--- src/rtl/i2c_cfg_pkg.sv ---
// Shared types and table-word layout for the I2C configuration sequencer.
// The table word is {dev[6:0], reg[7:0], data[7:0]}.
package i2c_cfg_pkg;

  localparam int TBL_W   = 23;
  localparam int DEV_HI  = 22;
  localparam int DEV_LO  = 16;
  localparam int REG_HI  = 15;
  localparam int REG_LO  = 8;
  localparam int DATA_HI = 7;
  localparam int DATA_LO = 0;

  typedef enum logic [2:0] {
    S_IDLE,
    S_LOAD,
    S_ADDR,
    S_REG,
    S_DATA,
    S_STOP,
    S_GAP,
    S_FIN
  } seq_state_t;

  function automatic logic [6:0] tbl_dev(input logic [TBL_W-1:0] w);
    return w[DEV_HI:DEV_LO];
  endfunction

  function automatic logic [7:0] tbl_reg(input logic [TBL_W-1:0] w);
    return w[REG_HI:REG_LO];
  endfunction

  function automatic logic [7:0] tbl_dat(input logic [TBL_W-1:0] w);
    return w[DATA_HI:DATA_LO];
  endfunction

endpackage

--- src/rtl/i2c_cfg_sequencer_if.sv ---
// Command/status bus between the sequencer and the byte-level i2c_master.
// The sequencer side is "master"; the I2C engine side is "slave".
interface i2c_cfg_sequencer_if;

  logic       tick;
  logic       m_start;
  logic       m_stop;
  logic       m_write;
  logic       m_read;
  logic       m_ack_in;
  logic [7:0] m_data_in;
  logic       m_done;
  logic       m_busy;
  logic       m_ack_err;

  modport master (
    output tick, m_start, m_stop, m_write, m_read, m_ack_in, m_data_in,
    input  m_done, m_busy, m_ack_err
  );

  modport slave (
    input  tick, m_start, m_stop, m_write, m_read, m_ack_in, m_data_in,
    output m_done, m_busy, m_ack_err
  );

endinterface

--- src/rtl/i2c_cfg_sequencer_tick.sv ---
// Free-running divider: one-clk tick every TICK_DIV clocks (counter 0..TICK_DIV-1).
module i2c_tick_gen #(
  parameter int TICK_DIV = 250
)(
  input  logic clk,
  input  logic reset_n,
  output logic tick
);

  localparam int CW = (TICK_DIV > 1) ? $clog2(TICK_DIV) : 1;
  localparam logic [CW-1:0] LAST = CW'(TICK_DIV - 1);

  logic [CW-1:0] r_cnt;

  always_ff @(posedge clk or negedge reset_n) begin
    if (!reset_n) r_cnt <= '0;
    else if (r_cnt == LAST) r_cnt <= '0;
    else r_cnt <= r_cnt + CW'(1);
  end

  assign tick = (r_cnt == LAST);

endmodule

--- src/rtl/i2c_cfg_sequencer.sv ---
// Walks a register-write table through i2c_master: START, addr+W, reg, data, STOP
// per entry, retrying NACKed entries up to MAX_RETRY extra times.
module i2c_cfg_sequencer
  import i2c_cfg_pkg::*;
#(
  parameter int TICK_DIV  = 250,
  parameter int N_ENTRIES = 16,
  parameter int AW        = 4,
  parameter int MAX_RETRY = 3,
  parameter int GAP_TICKS = 8
)(
  input  logic             clk,
  input  logic             reset_n,
  input  logic             go,
  output logic             seq_busy,
  output logic             seq_done,
  output logic             seq_err,
  output logic [AW-1:0]    err_idx,
  output logic [AW-1:0]    tbl_addr,
  input  logic [TBL_W-1:0] tbl_data,
  i2c_cfg_sequencer_if.master mst
);

  localparam int RW = (MAX_RETRY > 0) ? $clog2(MAX_RETRY + 1) : 1;
  localparam int GW = (GAP_TICKS > 0) ? $clog2(GAP_TICKS + 1) : 1;

  seq_state_t    r_state;
  logic [AW-1:0] r_idx;
  logic [RW-1:0] r_retry;
  logic [GW-1:0] r_gap;
  logic [7:0]    r_reg;
  logic [7:0]    r_dat;
  logic          r_nack;
  logic          w_tick;
  logic          w_last;
  logic          w_retry_left;

  i2c_tick_gen #(.TICK_DIV(TICK_DIV)) u_tick (
    .clk     (clk),
    .reset_n (reset_n),
    .tick    (w_tick)
  );

  assign mst.tick     = w_tick;
  assign mst.m_read   = 1'b0;
  assign tbl_addr     = r_idx;
  assign w_last       = (r_idx == AW'(N_ENTRIES - 1));
  assign w_retry_left = (r_retry != RW'(MAX_RETRY));

  // Every m_* change below lands the clk after m_done, well ahead of the
  // master's next tick, so m_stop / next byte overrides its auto-continue.
  always_ff @(posedge clk or negedge reset_n) begin
    if (!reset_n) begin
      r_state       <= S_IDLE;
      r_idx         <= '0;
      r_retry       <= '0;
      r_gap         <= '0;
      r_reg         <= '0;
      r_dat         <= '0;
      r_nack        <= 1'b0;
      seq_busy      <= 1'b0;
      seq_done      <= 1'b0;
      seq_err       <= 1'b0;
      err_idx       <= '0;
      mst.m_start   <= 1'b0;
      mst.m_stop    <= 1'b0;
      mst.m_write   <= 1'b0;
      mst.m_ack_in  <= 1'b1;
      mst.m_data_in <= '0;
    end else begin
      seq_done <= 1'b0;
      case (r_state)
        S_IDLE: begin
          if (go) begin
            seq_err  <= 1'b0;
            r_idx    <= '0;
            r_retry  <= '0;
            seq_busy <= 1'b1;
            r_state  <= S_LOAD;
          end
        end
        S_LOAD: begin
          r_reg         <= tbl_reg(tbl_data);
          r_dat         <= tbl_dat(tbl_data);
          r_nack        <= 1'b0;
          mst.m_start   <= 1'b1;
          mst.m_write   <= 1'b1;
          mst.m_data_in <= {tbl_dev(tbl_data), 1'b0};
          r_state       <= S_ADDR;
        end
        S_ADDR: begin
          if (mst.m_done) begin
            mst.m_start <= 1'b0;
            if (mst.m_ack_err) begin
              r_nack     <= 1'b1;
              mst.m_stop <= 1'b1;
              r_state    <= S_STOP;
            end else begin
              mst.m_data_in <= r_reg;
              r_state       <= S_REG;
            end
          end
        end
        S_REG: begin
          if (mst.m_done) begin
            if (mst.m_ack_err) begin
              r_nack     <= 1'b1;
              mst.m_stop <= 1'b1;
              r_state    <= S_STOP;
            end else begin
              mst.m_data_in <= r_dat;
              r_state       <= S_DATA;
            end
          end
        end
        S_DATA: begin
          if (mst.m_done) begin
            r_nack     <= mst.m_ack_err;
            mst.m_stop <= 1'b1;
            r_state    <= S_STOP;
          end
        end
        S_STOP: begin
          if (mst.m_done) begin
            mst.m_stop  <= 1'b0;
            mst.m_write <= 1'b0;
            if (r_nack && w_retry_left) begin
              r_retry <= r_retry + RW'(1);
              r_gap   <= '0;
              r_state <= S_GAP;
            end else if (r_nack || w_last) begin
              seq_err  <= r_nack;
              if (r_nack) err_idx <= r_idx;
              seq_busy <= 1'b0;
              seq_done <= 1'b1;
              r_state  <= S_FIN;
            end else begin
              r_idx   <= r_idx + AW'(1);
              r_retry <= '0;
              r_gap   <= '0;
              r_state <= S_GAP;
            end
          end
        end
        S_GAP: begin
          if (r_gap == GW'(GAP_TICKS)) r_state <= S_LOAD;
          else if (w_tick) r_gap <= r_gap + GW'(1);
        end
        S_FIN: begin
          r_state <= S_IDLE;
        end
        default: r_state <= S_IDLE;
      endcase
    end
  end

endmodule

--- src/flat_wrapper.sv ---
// flat-port wrapper written by rule: the top's interface ports become plain ports
module i2c_cfg_sequencer_flat import i2c_cfg_pkg::*;
#(
  parameter int TICK_DIV  = 250,
  parameter int N_ENTRIES = 16,
  parameter int AW        = 4,
  parameter int MAX_RETRY = 3,
  parameter int GAP_TICKS = 8
)
  (clk, reset_n, go, seq_busy, seq_done, seq_err, err_idx, tbl_addr, tbl_data, mst_tick, mst_m_start, mst_m_stop, mst_m_write, mst_m_read, mst_m_ack_in, mst_m_data_in, mst_m_done, mst_m_busy, mst_m_ack_err);
  i2c_cfg_sequencer_if mst_i ();
  input  logic clk;
  input  logic reset_n;
  input  logic go;
  output logic seq_busy;
  output logic seq_done;
  output logic seq_err;
  output logic [AW-1:0] err_idx;
  output logic [AW-1:0] tbl_addr;
  input  logic [TBL_W-1:0] tbl_data;
  output wire logic [$bits(mst_i.tick)-1:0] mst_tick;
  output wire logic [$bits(mst_i.m_start)-1:0] mst_m_start;
  output wire logic [$bits(mst_i.m_stop)-1:0] mst_m_stop;
  output wire logic [$bits(mst_i.m_write)-1:0] mst_m_write;
  output wire logic [$bits(mst_i.m_read)-1:0] mst_m_read;
  output wire logic [$bits(mst_i.m_ack_in)-1:0] mst_m_ack_in;
  output wire logic [$bits(mst_i.m_data_in)-1:0] mst_m_data_in;
  input wire logic [$bits(mst_i.m_done)-1:0] mst_m_done;
  input wire logic [$bits(mst_i.m_busy)-1:0] mst_m_busy;
  input wire logic [$bits(mst_i.m_ack_err)-1:0] mst_m_ack_err;
  assign mst_tick = mst_i.tick;
  assign mst_m_start = mst_i.m_start;
  assign mst_m_stop = mst_i.m_stop;
  assign mst_m_write = mst_i.m_write;
  assign mst_m_read = mst_i.m_read;
  assign mst_m_ack_in = mst_i.m_ack_in;
  assign mst_m_data_in = mst_i.m_data_in;
  assign mst_i.m_done = mst_m_done;
  assign mst_i.m_busy = mst_m_busy;
  assign mst_i.m_ack_err = mst_m_ack_err;
  i2c_cfg_sequencer #(.TICK_DIV(TICK_DIV), .N_ENTRIES(N_ENTRIES), .AW(AW), .MAX_RETRY(MAX_RETRY), .GAP_TICKS(GAP_TICKS)) u_core (.clk(clk), .reset_n(reset_n), .go(go), .seq_busy(seq_busy), .seq_done(seq_done), .seq_err(seq_err), .err_idx(err_idx), .tbl_addr(tbl_addr), .tbl_data(tbl_data), .mst(mst_i));
endmodule
--- config.mk ---
export PLATFORM = sky130hd
export DESIGN_NAME = i2c_cfg_sequencer_flat
export DESIGN_NICKNAME = d
export VERILOG_FILES = /design/src/rtl/i2c_cfg_pkg.sv /design/src/rtl/i2c_cfg_sequencer_if.sv /design/src/rtl/i2c_cfg_sequencer_tick.sv /design/src/rtl/i2c_cfg_sequencer.sv /design/src/flat_wrapper.sv
export SDC_FILE = /design/constraint.sdc
export NUM_CORES = 1
export LEC_CHECK = 0
export CAP_MARGIN = 30
export CORE_MARGIN = 5
export CORE_UTILIZATION = 35
export CTS_CLUSTER_DIAMETER = 120
export DETAILED_ROUTE_END_ITERATION = 7
export PLACE_DENSITY = 0.58
export SYNTH_ARGS = -nofsm -noshare
export SYNTH_HDL_FRONTEND = slang
export SYNTH_SLANG_ARGS = --single-unit
--- constraint.sdc ---
create_clock -name clk -period 1.5 [get_ports clk]
set_input_delay 0.225 -clock clk [delete_from_list [all_inputs] [get_ports clk]]
set_output_delay 0.225 -clock clk [all_outputs]
set_load 0.02 [all_outputs]
==> results.sh <==
export IMPL_violations="setup timing"
export IMPL_drv_slew=0
export IMPL_clkPwrFrac_pct=34.6
export IMPL_end_kind="primary output"
export IMPL_firstDrtPassIters=4
export IMPL_min_period_ns=1.62
export IMPL_path_class="reg -> out"
export IMPL_fin_tns_setup_ns=-1.22
export IMPL_rsz0062_at_grt="true"
export IMPL_wl_per_cell_um=14.8
export IMPL_worst_r2r_cell_count=6
export IMPL_cp_arrival_ns=1.39
export IMPL_setup_slack_ns=-0.117
export IMPL_r2r_slack_ns=-0.10
export IMPL_p_sw_mw=0.619
export IMPL_status="finished with violations"
export IMPL_intPower_mw=1.95
export IMPL_max_cap_viol_count=0
export IMPL_fin_worst_skew_ns=0.0127
export IMPL_p_comb_share_pct=6.5
export IMPL_hp_class="in -> async"
export IMPL_clk_pin_slew_ns=0.11
export IMPL_grt_max_degree=57
export IMPL_worstPathRequired_ns=1.27
export IMPL_antenna_found_initial=0
export IMPL_ys_seq_area_share_pct=51.6
export IMPL_startpoint_type="flip-flop"
export IMPL_crit_fanout=2
export IMPL_hold_ws_ns=0.434
export IMPL_vias=2210
export IMPL_cts_inserted_buffers=5
export IMPL_core_area_mm2=0.00765
export IMPL_power_density_mw_per_mm2=606
export IMPL_ys_flop_type="dfrtp_1"
export IMPL_syn_area_mm2=0.00272
export IMPL_cts_max_level=2
export IMPL_ir_drop_mv=0.284
export IMPL_drive_gt1_share_pct=37.9
export IMPL_rows=32
export IMPL_tritoncts="done"
export IMPL_crit_chain="inv_1, ha_2, and4b_1, nand2b_1, inv_4, buf_6"
export IMPL_synth_distinct_cells=45
export IMPL_drc_errors=0
export IMPL_switching_share_pct=24.1
export IMPL_die_area_mm2=0.00963
export IMPL_clk_latency_ns=0.32
export IMPL_start_util_pct=35.5
export IMPL_clock_path_buffers=2
export IMPL_async_flop_share_pct=100
export IMPL_avgSynthCellArea_um2=11.0
export IMPL_post_route_util_pct=55.5
export IMPL_cts_sinks=56
export IMPL_die_w_um=98.1
export IMPL_port_buffers=50
export IMPL_synth_edff_count=0
export IMPL_cp_slowest_stage_delay_ns=0.39
export IMPL_syn_inst=247
export IMPL_grt_usage_pct=13.7
export IMPL_routed_wl_um=6770
export IMPL_hold_violations=0
export IMPL_ys_ff_latch=56
export IMPL_cts_root_buf="clkbuf_8"
export IMPL_grt_pass1_vias=2218
export IMPL_area_delta_synth_final_pct=56.1
export IMPL_hpwl_um=4470
export IMPL_layout_nets=390
export IMPL_p_leak_nw=2.03
export IMPL_slowest_stage="dfrtp_1"
export IMPL_grt_overflow=0
export IMPL_diodes=0
export IMPL_drt_initial_drc_count=105
export IMPL_fmax_mhz=618
export IMPL_via_per_inst=4.83
export IMPL_r2r_start="u_core.r_state[1]"
export IMPL_antenna_violating_nets_post_route=0
export IMPL_io_pins=54
export IMPL_gp_congestion=0.818
export IMPL_yosysWarnings=1
export IMPL_grt_first_pass_wirelength_um=10800
export IMPL_die_y_um=98.1
export IMPL_r2r_end="u_core.r_dat[0]"
export IMPL_p_seq_share_pct=58.9
export IMPL_cp_num_buf_inv=3
export IMPL_critPathTopFamily="flip-flops"
export IMPL_period_share_pct=108
export IMPL_setup_viol=24
export IMPL_fill_cells=657
power groups by stage:
stage	Clock, mW	Sequential, mW	Combinational [mW]
2_1_floorplan	0	1.55	0.0290
6_report	0.890	1.51	0.166
5_1_grt	0.989	1.52	0.184
4_1_cts	0.916	1.52	0.166
3_3_place_gp	0	1.54	0.165
3_5_place_dp	0	1.54	0.165
tightest hold or removal path: cells and delay by family:
family | cells | cell delay (ns)
buffers and inverters | 3 | 0.92
final cells by class:
class	instances	area (um2)	area share (%)
repair buffers	113	1090	25.7
clock inverters	3	26.3	0.619
inverters	11	46.3	1.09
multi-input cells	168	1480	34.8
well taps	102	128	3.01
clock buffers	5	68.8	1.62
flip-flops and latches	56	1410	33.1
cell usage in the layout (no fill, tap or decap), types with 3 or more instances in the layout:
master / Yosys / final
dfrtp_1: 56 / 53
mux2i_2: 0 / 3
buf_12: 0 / 4
nand3_1: 7 / 5
mux2_2: 23 / 5
clkbuf_8: 0 / 5
a22o_1: 3 / 3
xor2_1: 4 / 4
nand2_1: 17 / 13
buf_6: 0 / 16
nor2_1: 22 / 20
dlygate4sd2_1: 0 / 21
buf_4: 6 / 41
nor2_4: 1 / 4
ha_2: 0 / 3
mux2_4: 0 / 18
nand2_4: 0 / 3
inv_1: 10 / 9
a21o_1: 6 / 5
clkdlybuf4s50_1: 0 / 26
mux2i_1: 8 / 4
dfrtp_2: 0 / 3
o21ai_0: 15 / 12
xnor2_1: 4 / 4
a21oi_1: 11 / 11
worst max path at each step:
stage                      startpoint           endpoint  slack, ns  cells after the start
3_3_place_gp               mst_m_done  u_core.err_idx[0]      -0.26                      5
6_report       u_core.u_tick.r_cnt[1]           mst_tick      -0.12                      6
5_1_grt        u_core.u_tick.r_cnt[1]           mst_tick      -0.18                      6
4_1_cts        u_core.u_tick.r_cnt[1]           mst_tick      -0.13                      6
2_1_floorplan       u_core.r_state[1]    u_core.r_dat[5]     0.0004                      5
3_5_place_dp               mst_m_done  u_core.err_idx[1]      -0.27                      5
routing by layer:
metal	routed length, um	up-vias	global-route usage (%)
li1	-	1091	-
met3	261	7	3.36
met2	3230	38	21.2
met5	0	-	0
met4	73	0	3.83
met1	3210	1074	19.2
stage by stage:
step | setup slack (ns) | power, mW | area [um2] | std cells
3_5_place_dp | -0.274 | 1.71 | 3670 | 432
4_1_cts | -0.127 | 2.60 | 3940 | 449
5_1_grt | -0.179 | 2.69 | 4240 | 458
6_report | -0.117 | 2.57 | 4240 | 458
2_1_floorplan | 0.000445 | 1.58 | 2740 | 248
3_3_place_gp | -0.261 | 1.71 | 3670 | 432
Yosys cell counts (4+ instances only):
| library cell | number | area (um2) |
|---|---|---|
| mux2_2 | 23 | 259 |
| buf_2 | 5 | 25.0 |
| a21o_1 | 6 | 45.0 |
| nor2_1 | 22 | 82.6 |
| ha_1 | 6 | 75.1 |
| o21ai_0 | 15 | 75.1 |
| xnor2_1 | 4 | 35.0 |
| buf_4 | 6 | 45.0 |
| xor2_1 | 4 | 35.0 |
| nand2_1 | 17 | 63.8 |
| a21oi_1 | 11 | 55.1 |
| mux2i_1 | 8 | 80.1 |
| nand3_1 | 7 | 35.0 |
| inv_1 | 10 | 37.5 |
| nand2b_1 | 4 | 25.0 |
| dfrtp_1 | 56 | 1400 |
cells by family after synthesis:
family	Yosys count	synth area share (%)
xor gates and xnor gates	8	2.58
adders and majority gates	6	2.76
buffers and inverters	25	4.56
and+or+nand+nor	70	14.1
AOI/OAI and AO/OA	50	11.8
muxes	31	12.5
other	1	0.138
DFF	56	51.6
repair_timing:
item,in CTS,in global routing
gates cloned,2,1
gates resized for setup,50,62
pin swaps,6,20
hold buffers,1,0
setup endpoints to repair,36,39
buffers inserted,7,8
hold endpoints to repair,56,0
(Power assumes the default switching activity.)
